===== config.mk =====
export PLATFORM = sky130hd
export DESIGN_NAME = eviction_allocator
export DESIGN_NICKNAME = d
export VERILOG_FILES = /design/src/rtl/eviction_allocator.sv
export SDC_FILE = /design/constraint.sdc
export NUM_CORES = 1
export LEC_CHECK = 0
export CAP_MARGIN = 20
export CORE_MARGIN = 10
export CORE_UTILIZATION = 40
export DETAILED_ROUTE_END_ITERATION = 8
export PLACE_DENSITY = 0.75
export SYNTH_ARGS = -nofsm -noshare
export SYNTH_HDL_FRONTEND = slang
export SYNTH_SLANG_ARGS = --single-unit

===== constraint.sdc =====
create_clock -name clk -period 1.4 [get_ports clk]
set_input_delay 0.28 -clock clk [delete_from_list [all_inputs] [get_ports clk]]
set_output_delay 0.28 -clock clk [all_outputs]
set_load 0.02 [all_outputs]

===== src/rtl/eviction_allocator.sv =====
// rtl/eviction_allocator.sv - miss-side way allocator for the eviction policy interface
// Picks a fill way, issues dirty-victim writebacks and keeps hit/allocate apart at the policy.
module eviction_allocator #(
  parameter int NUM_WAYS    = 4,
  parameter int MAX_RETRIES = 3
) (
  input  logic                clk,
  input  logic                reset,
  input  logic                missValid,
  output logic                missReady,
  input  logic [NUM_WAYS-1:0] validWays,
  input  logic [NUM_WAYS-1:0] dirtyWays,
  input  logic [NUM_WAYS-1:0] lookupHit,
  output logic                lookupReady,
  output logic [NUM_WAYS-1:0] hitWay,
  output logic [NUM_WAYS-1:0] allocateWay,
  output logic                evictReq,
  input  logic [NUM_WAYS-1:0] evictionTarget,
  input  logic                evictionReady,
  output logic                wbValid,
  output logic [NUM_WAYS-1:0] wbWay,
  input  logic                wbReady,
  output logic                allocDone,
  output logic                protocolError
);

  localparam int CW = $clog2(MAX_RETRIES + 1);
  localparam logic [CW-1:0] MAX_CNT = CW'(MAX_RETRIES);

  typedef enum logic [2:0] {
    IDLE, SELECT, REQ_POLICY, RETRY, WRITEBACK, ALLOCATE
  } state_t;

  state_t              state_q, state_d;
  logic [NUM_WAYS-1:0] victim_q, victim_d;
  logic [NUM_WAYS-1:0] valid_q, valid_d;
  logic [NUM_WAYS-1:0] dirty_q, dirty_d;
  logic [CW-1:0]       retry_q, retry_d;

  logic [NUM_WAYS-1:0] first_invalid;
  logic [NUM_WAYS-1:0] fallback_way;
  logic                target_onehot;
  logic [CW-1:0]       retry_inc;

  always_comb begin
    first_invalid = '0;
    for (int i = NUM_WAYS - 1; i >= 0; i--) begin
      if (!valid_q[i]) begin
        first_invalid    = '0;
        first_invalid[i] = 1'b1;
      end
    end
    fallback_way               = '0;
    fallback_way[NUM_WAYS-1]   = 1'b1;
    target_onehot = (evictionTarget != '0) &&
                    ((evictionTarget & (evictionTarget - NUM_WAYS'(1))) == '0);
    retry_inc = (retry_q == MAX_CNT) ? retry_q : retry_q + CW'(1);
  end

  always_comb begin
    state_d       = state_q;
    victim_d      = victim_q;
    valid_d       = valid_q;
    dirty_d       = dirty_q;
    retry_d       = retry_q;
    missReady     = 1'b0;
    evictReq      = 1'b0;
    wbValid       = 1'b0;
    wbWay         = '0;
    allocateWay   = '0;
    allocDone     = 1'b0;
    protocolError = 1'b0;
    lookupReady   = (state_q != ALLOCATE);

    case (state_q)
      IDLE: begin
        missReady = 1'b1;
        if (missValid) begin
          valid_d = validWays;
          dirty_d = dirtyWays;
          retry_d = '0;
          state_d = SELECT;
        end
      end
      SELECT: begin
        if (!(&valid_q)) begin
          victim_d = first_invalid;
          state_d  = ALLOCATE;
        end else begin
          state_d = REQ_POLICY;
        end
      end
      REQ_POLICY: begin
        evictReq = 1'b1;
        if (evictionReady) begin
          if (target_onehot) begin
            victim_d = evictionTarget;
            state_d  = |(evictionTarget & dirty_q) ? WRITEBACK : ALLOCATE;
          end else begin
            protocolError = 1'b1;
            retry_d       = retry_inc;
            if (retry_inc < MAX_CNT) begin
              state_d = RETRY;
            end else begin
              // Out of retries: evict the highest way rather than stall the miss.
              victim_d = fallback_way;
              state_d  = dirty_q[NUM_WAYS-1] ? WRITEBACK : ALLOCATE;
            end
          end
        end
      end
      RETRY: state_d = REQ_POLICY;
      WRITEBACK: begin
        wbValid = 1'b1;
        wbWay   = victim_q;
        if (wbReady) state_d = ALLOCATE;
      end
      ALLOCATE: begin
        allocateWay = victim_q;
        allocDone   = 1'b1;
        state_d     = IDLE;
      end
      default: state_d = IDLE;
    endcase

    hitWay = lookupReady ? lookupHit : '0;

    if (reset) begin
      missReady     = 1'b0;
      lookupReady   = 1'b0;
      hitWay        = '0;
      evictReq      = 1'b0;
      wbValid       = 1'b0;
      wbWay         = '0;
      allocateWay   = '0;
      allocDone     = 1'b0;
      protocolError = 1'b0;
    end
  end

  always_ff @(posedge clk) begin
    if (reset) begin
      state_q  <= IDLE;
      victim_q <= '0;
      valid_q  <= '0;
      dirty_q  <= '0;
      retry_q  <= '0;
    end else begin
      state_q  <= state_d;
      victim_q <= victim_d;
      valid_q  <= valid_d;
      dirty_q  <= dirty_d;
      retry_q  <= retry_d;
    end
  end

endmodule


# Yosys cells after proc, flatten, opt, wreduce, memory -nomap -nowiden
# Index checks and enable logic that the tools add are counted.
# W data, S select, Z words.
# totals
register_bits,17
latchBits,0
ram_bits,0
rom_bits,0
output_inout_bits,18
wordCells,77
n_memories,0
# op_classes
n_addsub,2
mul,0
n_div,0
n_lt_le_gt_ge,1
eq_ne,13
shift,0
mux,42
n_bitwise,2
reduce_logical,12
# ops
op,n
$mux W4,14
$mux W3,6
$mux W1,15
$pmux W3 S5,1
$reduce_and A4 Y1,3
$ne A2 B2 Y1 const B,5
$and A4 B4 Y4,2
$mux W2,4
$pmux W4 S2,1
$eq A3 B2 Y1 const B,2
$eq A3 B3 Y1 const B,2
$ne A3 B3 Y1 const B,2
$logic_not A4 Y1,1
$pmux W2 S2,1
$reduce_bool A2 Y1,2
$reduce_bool A4 Y1,1
$reduce_or A4 Y1,1
$sub A4 B1 Y4 const B,1
$eq A3 B1 Y1 const B,1
$logic_not A3 Y1,1
$reduce_and A3 Y1,1
$add A2 B1 Y2 const B,1
$eq A2 B2 Y1 const B,1
$lt A2 B2 Y1 const B,1
2 further kinds,2

# Longest topological paths before layout
# Gate-level depths: netlist of the first run.
# logic_depth
ltp_word,8
mapped_depth,6

# Worst setup path before layout of the first run
# OpenSTA, ideal clock, no wires.
# synth_timing
path_type,register to output
start,reg state_q[2]
end,out allocateWay[0]
t_arrival_ns,1.589
required_time_ns,1.120
path_slack_ns,-0.469
stages_incl_launch_ff,4
path_buffers,1
cell_sequence,dfxtp_1 > clkbuf_1 > nor4b_2 > and2_1
# synth_via
elab_chain_len,3
# synth_rtl
element,line,rtl
"start, declared",34,"state_t state_q, state_d;"
"start signal, assigned",149,state_q <= state_d;
$eq A3 B3 Y1,75,case (state_q)
$mux W4,75,
$mux W4,128,if (reset) begin
"end, declared",16,"output logic [NUM_WAYS-1:0] allocateWay,"
# No other way between the ends.

# Final worst setup path of the first run
# layout_timing
start,reg state_q[1]
end,out allocateWay[2]
# The elaborated chain is that of the path after synthesis.

==> flow_summary.rst, run 1 <==
.. list-table::
   :header-rows: 1

   * - Metric
     - Value
   * - Result of the run
     - complete, but fails checks
   * - Violations in the final reports
     - setup timing
   * - Reg2Reg Capture Point
     - state_q[1]
   * - Switch Pwr
     - ~0.5 mW
   * - Measured slew at the worst slew-check pin
     - 0.3444 ns
   * - Max-slew headroom at the worst pin
     - 0.7687
   * - Area grow syn2layout
     - 107.1%
   * - Width of the die
     - between 70 and 80 um
   * - Number of cells produced by synthesis
     - approximately 140
   * - Reg2reg setup slack
     - -0.43 ns
   * - Fraction of layout cells with a size suffix above 1
     - 0.5796
   * - Post-synth top flop
     - sky130_fd_sc_hd__dfxtp_1
   * - Via count
     - about 1500
   * - Fill cell instance count of the final layout
     - around 150
   * - Buffers plus inverters on the worst setup path
     - 4
   * - Required time at the worst-slack endpoint
     - 1.12 ns
   * - Total routing resource utilization after global routing
     - 0.1470
   * - Crit path capture type
     - primary output
   * - Footprint of the multi-input gates
     - around 980 um2
   * - Yosys top cell by area
     - sky130_fd_sc_hd__dfxtp_1
   * - Final weighted congestion in routability-driven placement
     - between 0.8 and 0.9
   * - Sum of routed wire length over all layers
     - between 4000 and 5000 um
   * - Hold_sp
     - evictionTarget[0]
   * - Beginning of the worst register-to-register path
     - state_q[1]
   * - First-pass detailed-route iteration total
     - 4
   * - Final routed DRC violation total
     - 0
   * - Effective utilization at floorplan
     - 0.4100
   * - Worst clock skew
     - between 0.001 and 0.0015 ns
   * - Clock net sink count
     - 17
   * - Floorplan die area
     - 0.005286 mm2
   * - Maximum number of pins on one net before global-route repair
     - 12
   * - Port buffer count
     - 38
   * - Inserted Clock Buffers
     - 3
   * - Leading cell type in the layout, fill and taps excluded
     - sky130_fd_sc_hd__buf_4
   * - Number of design-rule violations left by the first detailed-router iteration
     - 69
   * - Count of max-cap constraint violations
     - 0
   * - Worst hold slack
     - 0.4551 ns
   * - Core Footprint
     - about 0.0027 mm2
   * - Share of total power in sequential cells
     - 0.382
   * - CP delay by family, top
     - buffers and inverters
   * - Register bit total from synthesis
     - 17
   * - Area contributors post-synth
     - sky130_fd_sc_hd__dfxtp_1 (31%), sky130_fd_sc_hd__nand2_1 (7.4%), sky130_fd_sc_hd__and2_1 (7.3%)
   * - Part of the cycle the worst path needs
     - 1.315
   * - First-pass GRT wire length
     - roughly 6500 um
   * - Non-filler cells, final
     - 257
   * - Leak pwr
     - roughly 0.9 nW
   * - Critical path type
     - flop to primary output
   * - Peak supply drop
     - 765.3 uV
   * - Antenna cells
     - 0
   * - Shortest period the worst path allows
     - between 1.5 and 2 ns
   * - Internal power
     - approximately 0.97 mW
   * - Area of all sequential standard cells
     - ~350 um2
   * - Io pins
     - 39
   * - Routed wirelength normalized by instance count
     - 17.47 um
   * - Critical path peak fanout
     - 4
   * - Sw Share
     - 0.3350
   * - Critical Path Source Type
     - flop
   * - Number of flops mapped to enable cells by yosys
     - 0
   * - Clock insertion delay at the later pin of the skew report
     - 0.30 ns
   * - Vias per cell
     - around 5.6
   * - Vertical extent of the die
     - 72.71 um
   * - Mean area per synthesized cell
     - between 8 and 9 um2
   * - Fin area
     - 0.002301 mm2
   * - Clk root buf
     - sky130_fd_sc_hd__clkbuf_4
   * - Count of warnings emitted by yosys
     - 0
   * - Crit path arrival time
     - around 1.6 ns
   * - Setup TNS
     - -9.316 ns
   * - Final antenna-violating net count
     - 0
   * - Cell variety after synth
     - 47
   * - Total congestion overflow after global routing
     - 0
   * - Delay of the slowest cell on the worst path
     - around 0.34 ns
   * - Antenna violations before repair
     - 0
   * - Placed cells
     - 228
   * - Detailed Place HPWL
     - around 2800 um
   * - Final Hold Violating Endpoints
     - 0
   * - Vias in the first global route
     - 1407
   * - Fraction of post-synthesis cell area in the top cell type by area
     - 0.3063
   * - Post-Syn Area
     - between 0.001 and 0.0015 mm2
   * - Post-layout worst setup margin
     - -0.4406 ns
   * - Final setup violation count
     - 35
   * - Fraction of the yosys area taken by sequential cells
     - 0.3063
   * - Share of flip-flops with an asynchronous set or reset
     - 0
   * - Cell Area, Placed
     - 0.001805 mm2
   * - Depth of the worst register-to-register path
     - 8
   * - Power density over the cells
     - 632.3 mW/mm2
   * - Worst-path cell with the longest stage delay
     - sky130_fd_sc_hd__dfxtp_2
   * - Hold WC Path Type
     - input pin to flop
   * - Clock share of power
     - 0.189
   * - Series of cell instances along the critical path
     - buf_6 -> nor4b_4 -> buf_4 -> buf_6 -> and2_4 -> buf_6
   * - # nets final
     - ~250
   * - Capture endpoint of the worst hold path
     - state_q[0]
   * - Most frequent cells in the layout
     - sky130_fd_sc_hd__buf_4 (34), sky130_fd_sc_hd__buf_6 (33), sky130_fd_sc_hd__nand2_1 (20)
   * - RSZ-0062 raised after global routing
     - true
   * - Clock-pin slew on the worst setup and hold paths
     - ~0.10 ns
   * - Number of max-slew violations in the final report
     - 0
   * - Hold Path Cell Cnt
     - 5
   * - Number of hold-repair buffers added at the cts stage
     - 0
   * - TritonCTS clock tree
     - done
   * - Top cell by count, worst path
     - sky130_fd_sc_hd__buf_6
   * - Logic gate share of total power
     - 0.429
   * - Max Clock Freq
     - between 0.5 and 0.6 GHz
   * - H-tree levels
     - 1
   * - Number of core rows
     - 19
   * - Syn nets
     - 159
   * - Longest Clk Path Bufs
     - 2
worst register-to-register path, stage by stage (launching register included):
cell and delay (ns):
sky130_fd_sc_hd__dfxtp_2 0.35, sky130_fd_sc_hd__buf_6 0.12, sky130_fd_sc_hd__buf_4 0.11, sky130_fd_sc_hd__buf_6 0.10, sky130_fd_sc_hd__inv_2 0.04, sky130_fd_sc_hd__buf_4 0.15, sky130_fd_sc_hd__or4_4 0.50, sky130_fd_sc_hd__o221a_1 0.25
sky130_fd_sc_hd__o32ai_2 0.11
how the worst max path moves through the flow:
stage,startpoint,end,slack (ns),depth (start not counted)
6_report,state_q[1],allocateWay[2],-0.44,6
4_1_cts,state_q[0],allocateWay[2],-0.42,7
5_1_grt,state_q[0],allocateWay[2],-0.51,7
3_5_place_dp,reset,allocateWay[1],-0.97,4
3_3_place_gp,evictionTarget[2],protocolError,-0.92,4
2_1_floorplan,state_q[2],protocolError,-0.17,4
state kept, by name, summed over array words and instances, names as in the netlist:
signal    cells
dirty_q       4
valid_q       4
victim_q      4
state_q       3
retry_q       2
kinds of logic (layout without fill, tap and decap cells):
kind of cell	count (synthesis)	in the layout	synth area share
flip-flops	17	17	0.3063
AND/OR/NAND/NOR	65	65	0.3637
multiplexers	1	1	0.009009
AO/OA/AOI/OAI	42	42	0.2692
XOR/XNOR	1	1	0.007884
buffers and inverters	12	100	0.04390
cell usage after synthesis, types with 2 or more instances:
master                      instances
sky130_fd_sc_hd__and4_1             2
sky130_fd_sc_hd__inv_1              4
sky130_fd_sc_hd__buf_2              3
sky130_fd_sc_hd__a21oi_1           13
sky130_fd_sc_hd__nor4b_1            2
sky130_fd_sc_hd__clkbuf_1           3
sky130_fd_sc_hd__nand3b_1           3
sky130_fd_sc_hd__nand2b_1           2
sky130_fd_sc_hd__dfxtp_1           17
sky130_fd_sc_hd__nor2_1             6
sky130_fd_sc_hd__a2111oi_0          3
sky130_fd_sc_hd__nand4b_1           2
sky130_fd_sc_hd__a211o_1            2
sky130_fd_sc_hd__a31oi_1            2
sky130_fd_sc_hd__and2_1            13
sky130_fd_sc_hd__a22oi_1            3
sky130_fd_sc_hd__nor4b_2            2
sky130_fd_sc_hd__o21ai_0            5
sky130_fd_sc_hd__a311oi_1           2
sky130_fd_sc_hd__nand2_1           22
layer usage:
layer | part of all wire | GRT usage
met3 | 0.081 | 0.04490
met1 | 0.41 | 0.1608
met4 | 0.013 | 0.04852
met2 | 0.50 | 0.2611
met5 | 0 | 0
power groups by stage:
stage / Clock, mW / Combinational, mW / Sequential (mW)
2_1_floorplan: 0 / 0.222 / 0.556
3_3_place_gp: 0 / 0.419 / 0.553
3_5_place_dp: 0 / 0.430 / 0.558
4_1_cts: 0.271 / 0.525 / 0.553
5_1_grt: 0.292 / 0.663 / 0.560
6_report: 0.275 / 0.624 / 0.556
metrics by stage:
stage	utilization	total power, mW	setup slack, ns
final	0.8490	1.455	-0.4406
after floorplan	-	0.7778	-0.1724
after global placement	0.6662	0.9721	-0.9191
after CTS	0.7802	1.350	-0.4150
after global routing	0.8490	1.515	-0.5082
after detailed placement	0.6662	0.9878	-0.9680
cell type report:
class,count,area share
sequential,17,0.1506
clock buffer,3,0.009788
inverter,5,0.009244
clock inverter,1,0.002175
multi-input combinational,109,0.4241
timing repair buffer,91,0.3872
tap,31,0.01686
timing repair:
item	CTS	global route
endpoints found under the setup margin	35	35
setup buffers	16	14
resized for setup	158	30
pin swaps	16	18
Note: power is estimated with default switching activity, not from simulation.
==> run 2: changes to the inputs <==
--- a/config.mk
+++ b/config.mk
@@ -7,9 +7,11 @@
 export LEC_CHECK = 0
 export CAP_MARGIN = 20
 export CORE_MARGIN = 10
-export CORE_UTILIZATION = 40
+export CORE_UTILIZATION = 42
+export CTS_BUF_LIST = sky130_fd_sc_hd__clkbuf_4
 export DETAILED_ROUTE_END_ITERATION = 8
-export PLACE_DENSITY = 0.75
+export GPL_ROUTABILITY_DRIVEN = 0
+export PLACE_DENSITY = 0.78
 export SYNTH_ARGS = -nofsm -noshare
 export SYNTH_HDL_FRONTEND = slang
 export SYNTH_SLANG_ARGS = --single-unit
==> flow_summary.rst, run 2 (same netlist as run 1, synthesis figures left out) <==
.. list-table::
   :header-rows: 1

   * - Metric
     - Value
   * - Top cell by count, worst path
     - sky130_fd_sc_hd__buf_6
   * - Fill cell instance count of the final layout
     - 72
   * - GRT busiest layer
     - met2
   * - Final routed DRC violation total
     - 0
   * - Clock insertion delay at the later pin of the skew report
     - between 0.3 and 0.4 ns
   * - Number of core rows
     - 18
   * - Vias in the first global route
     - around 1500
   * - Required time at the worst-slack endpoint
     - about 1.1 ns
   * - Via count
     - 1763
   * - Worst hold slack
     - a little under 0.5 ns
   * - Met1 GRT Util
     - 0.1565
   * - Max-slew headroom at the worst pin
     - 0.6569
   * - Critical path type
     - flop to primary output
   * - Critical Path Source Type
     - flop
   * - Part of the cycle the worst path needs
     - 1.409
   * - Antenna cells
     - 0
   * - Number of design-rule violations left by the first detailed-router iteration
     - between 150 and 200
   * - # nets final
     - approximately 250
   * - Delay of the slowest cell on the worst path
     - 0.36 ns
   * - Io pins
     - 39
   * - Leading cell type in the layout, fill and taps excluded
     - sky130_fd_sc_hd__buf_4
   * - Peak supply drop
     - around 780 uV
   * - Longest Clk Path Bufs
     - 2
   * - Power density over the cells
     - 645.1 mW/mm2
   * - Sum of routed wire length over all layers
     - between 6000 and 7000 um
   * - RSZ-0062 raised after global routing
     - true
   * - Antenna violations before repair
     - 0
   * - Hold WC Path Type
     - input pin to flop
   * - Inserted Clock Buffers
     - 3
   * - Number of hold-repair buffers added at the cts stage
     - 0
   * - Number of max-slew violations in the final report
     - 0
   * - CP delay by family, top
     - buffers and inverters
   * - Port buffer count
     - 38
   * - Shortest period the worst path allows
     - between 1.5 and 2 ns
   * - Total routing resource utilization after global routing
     - 0.1642
   * - Vias per cell
     - about 6.7
   * - Effective utilization at floorplan
     - 0.4444
   * - Count of max-cap constraint violations
     - 0
   * - Critical path peak fanout
     - 5
   * - Clock-pin slew on the worst setup and hold paths
     - approximately 0.13 ns
   * - Final Hold Violating Endpoints
     - 0
   * - Max Clock Freq
     - ~0.51 GHz
   * - Series of cell instances along the critical path
     - buf_6 -> nor4b_4 -> buf_4 -> buf_6 -> and2_4 -> buf_6
   * - H-tree levels
     - 1
   * - Leak pwr
     - approximately 0.95 nW
   * - Result of the run
     - complete, but fails checks
   * - First-pass GRT wire length
     - about 7000 um
   * - Crit path capture type
     - primary output
   * - Detailed Place HPWL
     - between 2000 and 3000 um
   * - Most frequent cells in the layout
     - sky130_fd_sc_hd__buf_4 (38), sky130_fd_sc_hd__buf_6 (37), sky130_fd_sc_hd__nand2_1 (20)
   * - Registers with the most flip-flops
     - dirty_q x4, valid_q x4, victim_q x4
   * - Width of the die
     - between 70 and 80 um
   * - Post-layout worst setup margin
     - -0.5728 ns
   * - Final antenna-violating net count
     - 0
   * - Buffers plus inverters on the worst setup path
     - 4
   * - Crit path arrival time
     - around 1.7 ns
   * - Clk root buf
     - sky130_fd_sc_hd__clkbuf_4
   * - Worst-path cell with the longest stage delay
     - sky130_fd_sc_hd__dfxtp_2
   * - Design Power
     - 1.516 mW
   * - Vertical extent of the die
     - slightly above 70 um
   * - Final setup violation count
     - 35
   * - Post-place setup slack
     - -0.9739 ns
   * - Routed wirelength normalized by instance count
     - 25.59 um
   * - Area grow syn2layout
     - 111.5%
   * - Total congestion overflow after global routing
     - 0
   * - Clock net sink count
     - 17
   * - Fraction of met3 tracks used by global routing
     - 0.03857
   * - Fraction of layout cells with a size suffix above 1
     - 0.6164
   * - Met2 Usage GRT
     - 0.3225
   * - Core Footprint
     - 0.002500 mm2
   * - Violations in the final reports
     - setup timing
   * - Measured slew at the worst slew-check pin
     - approximately 0.5 ns
   * - Maximum number of pins on one net before global-route repair
     - 16
   * - First-pass detailed-route iteration total
     - 5
   * - Worst clock skew
     - approximately 0.021 ns
   * - Floorplan die area
     - a little over 0.005 mm2
   * - TritonCTS clock tree
     - done
run 2: cell types whose count changed in the layout (fill, tap and decap cells not counted), moves of 2 or more:
cell,change
sky130_fd_sc_hd__buf_6,+4
sky130_fd_sc_hd__a21oi_1,-2
sky130_fd_sc_hd__buf_4,+4
sky130_fd_sc_hd__inv_4,+2
run 2: stage by stage:
stage,std cells,util,setup TNS (ns),instance area [um2]
6_report,262,0.9399,-12.35,2350
2_1_floorplan,138,-,-1.240,1216
5_1_grt,262,0.9399,-12.95,2350
3_5_place_dp,228,0.7247,-23.57,1812
4_1_cts,245,0.8288,-6.771,2072
3_3_place_gp,228,0.7247,-22.40,1812
run 2: final cells by class:
| cell class | count | area, um2 | area share |
|---|---|---|---|
| inverters | 5 | 26.28 | 0.01118 |
| multi-input cells | 109 | 975.9 | 0.4153 |
| repair buffers | 97 | 935.9 | 0.3983 |
| clock inverters | 1 | 5.005 | 0.002130 |
| flip-flops and latches | 17 | 346.6 | 0.1475 |
| well taps | 30 | 37.54 | 0.01597 |
| clock buffers | 3 | 22.52 | 0.009585 |
run 2: worst register-to-register path, stage by stage (launching register included):
cell and delay, ns:
sky130_fd_sc_hd__dfxtp_2 0.36, sky130_fd_sc_hd__buf_6 0.14, sky130_fd_sc_hd__buf_4 0.14, sky130_fd_sc_hd__buf_6 0.12, sky130_fd_sc_hd__and4bb_2 0.27, sky130_fd_sc_hd__buf_6 0.14, sky130_fd_sc_hd__a2111oi_1 0.54, sky130_fd_sc_hd__a311oi_2 0.08
run 2: worst paths after layout:
check	from	end	slack [ns]	cells past startpoint
min reg2reg	dirty_q[0]	dirty_q[0]	0.50	2
max	state_q[1]	wbWay[3]	-0.57	6
max reg2reg	state_q[1]	victim_q[2]	-0.54	7
min	evictionTarget[2]	victim_q[2]	0.50	4
run 2: where the power goes:
group          internal, mW  switching [mW]  total [mW]  leakage, nW
registers             0.521          0.0391       0.561        0.141
logic                 0.334           0.329       0.662        0.796
clock network         0.107           0.186       0.293       0.0177
total                 0.962           0.554        1.52        0.954
run 2: what timing repair did:
action / CTS / global route
gates resized for setup: 160 / 40
endpoints found under the setup margin: 35 / 35
setup buffers: 15 / 18
gates cloned: 0 / 1
pin swaps: 20 / 26
endpoints found under the hold margin: 0 / 0
run 2: routing by layer:
layer  up-vias  routed length [um]
li1        707                   -
met1       820                2389
met2       181                3160
met3        55                 749
met4         0                 404
met5         -                   0
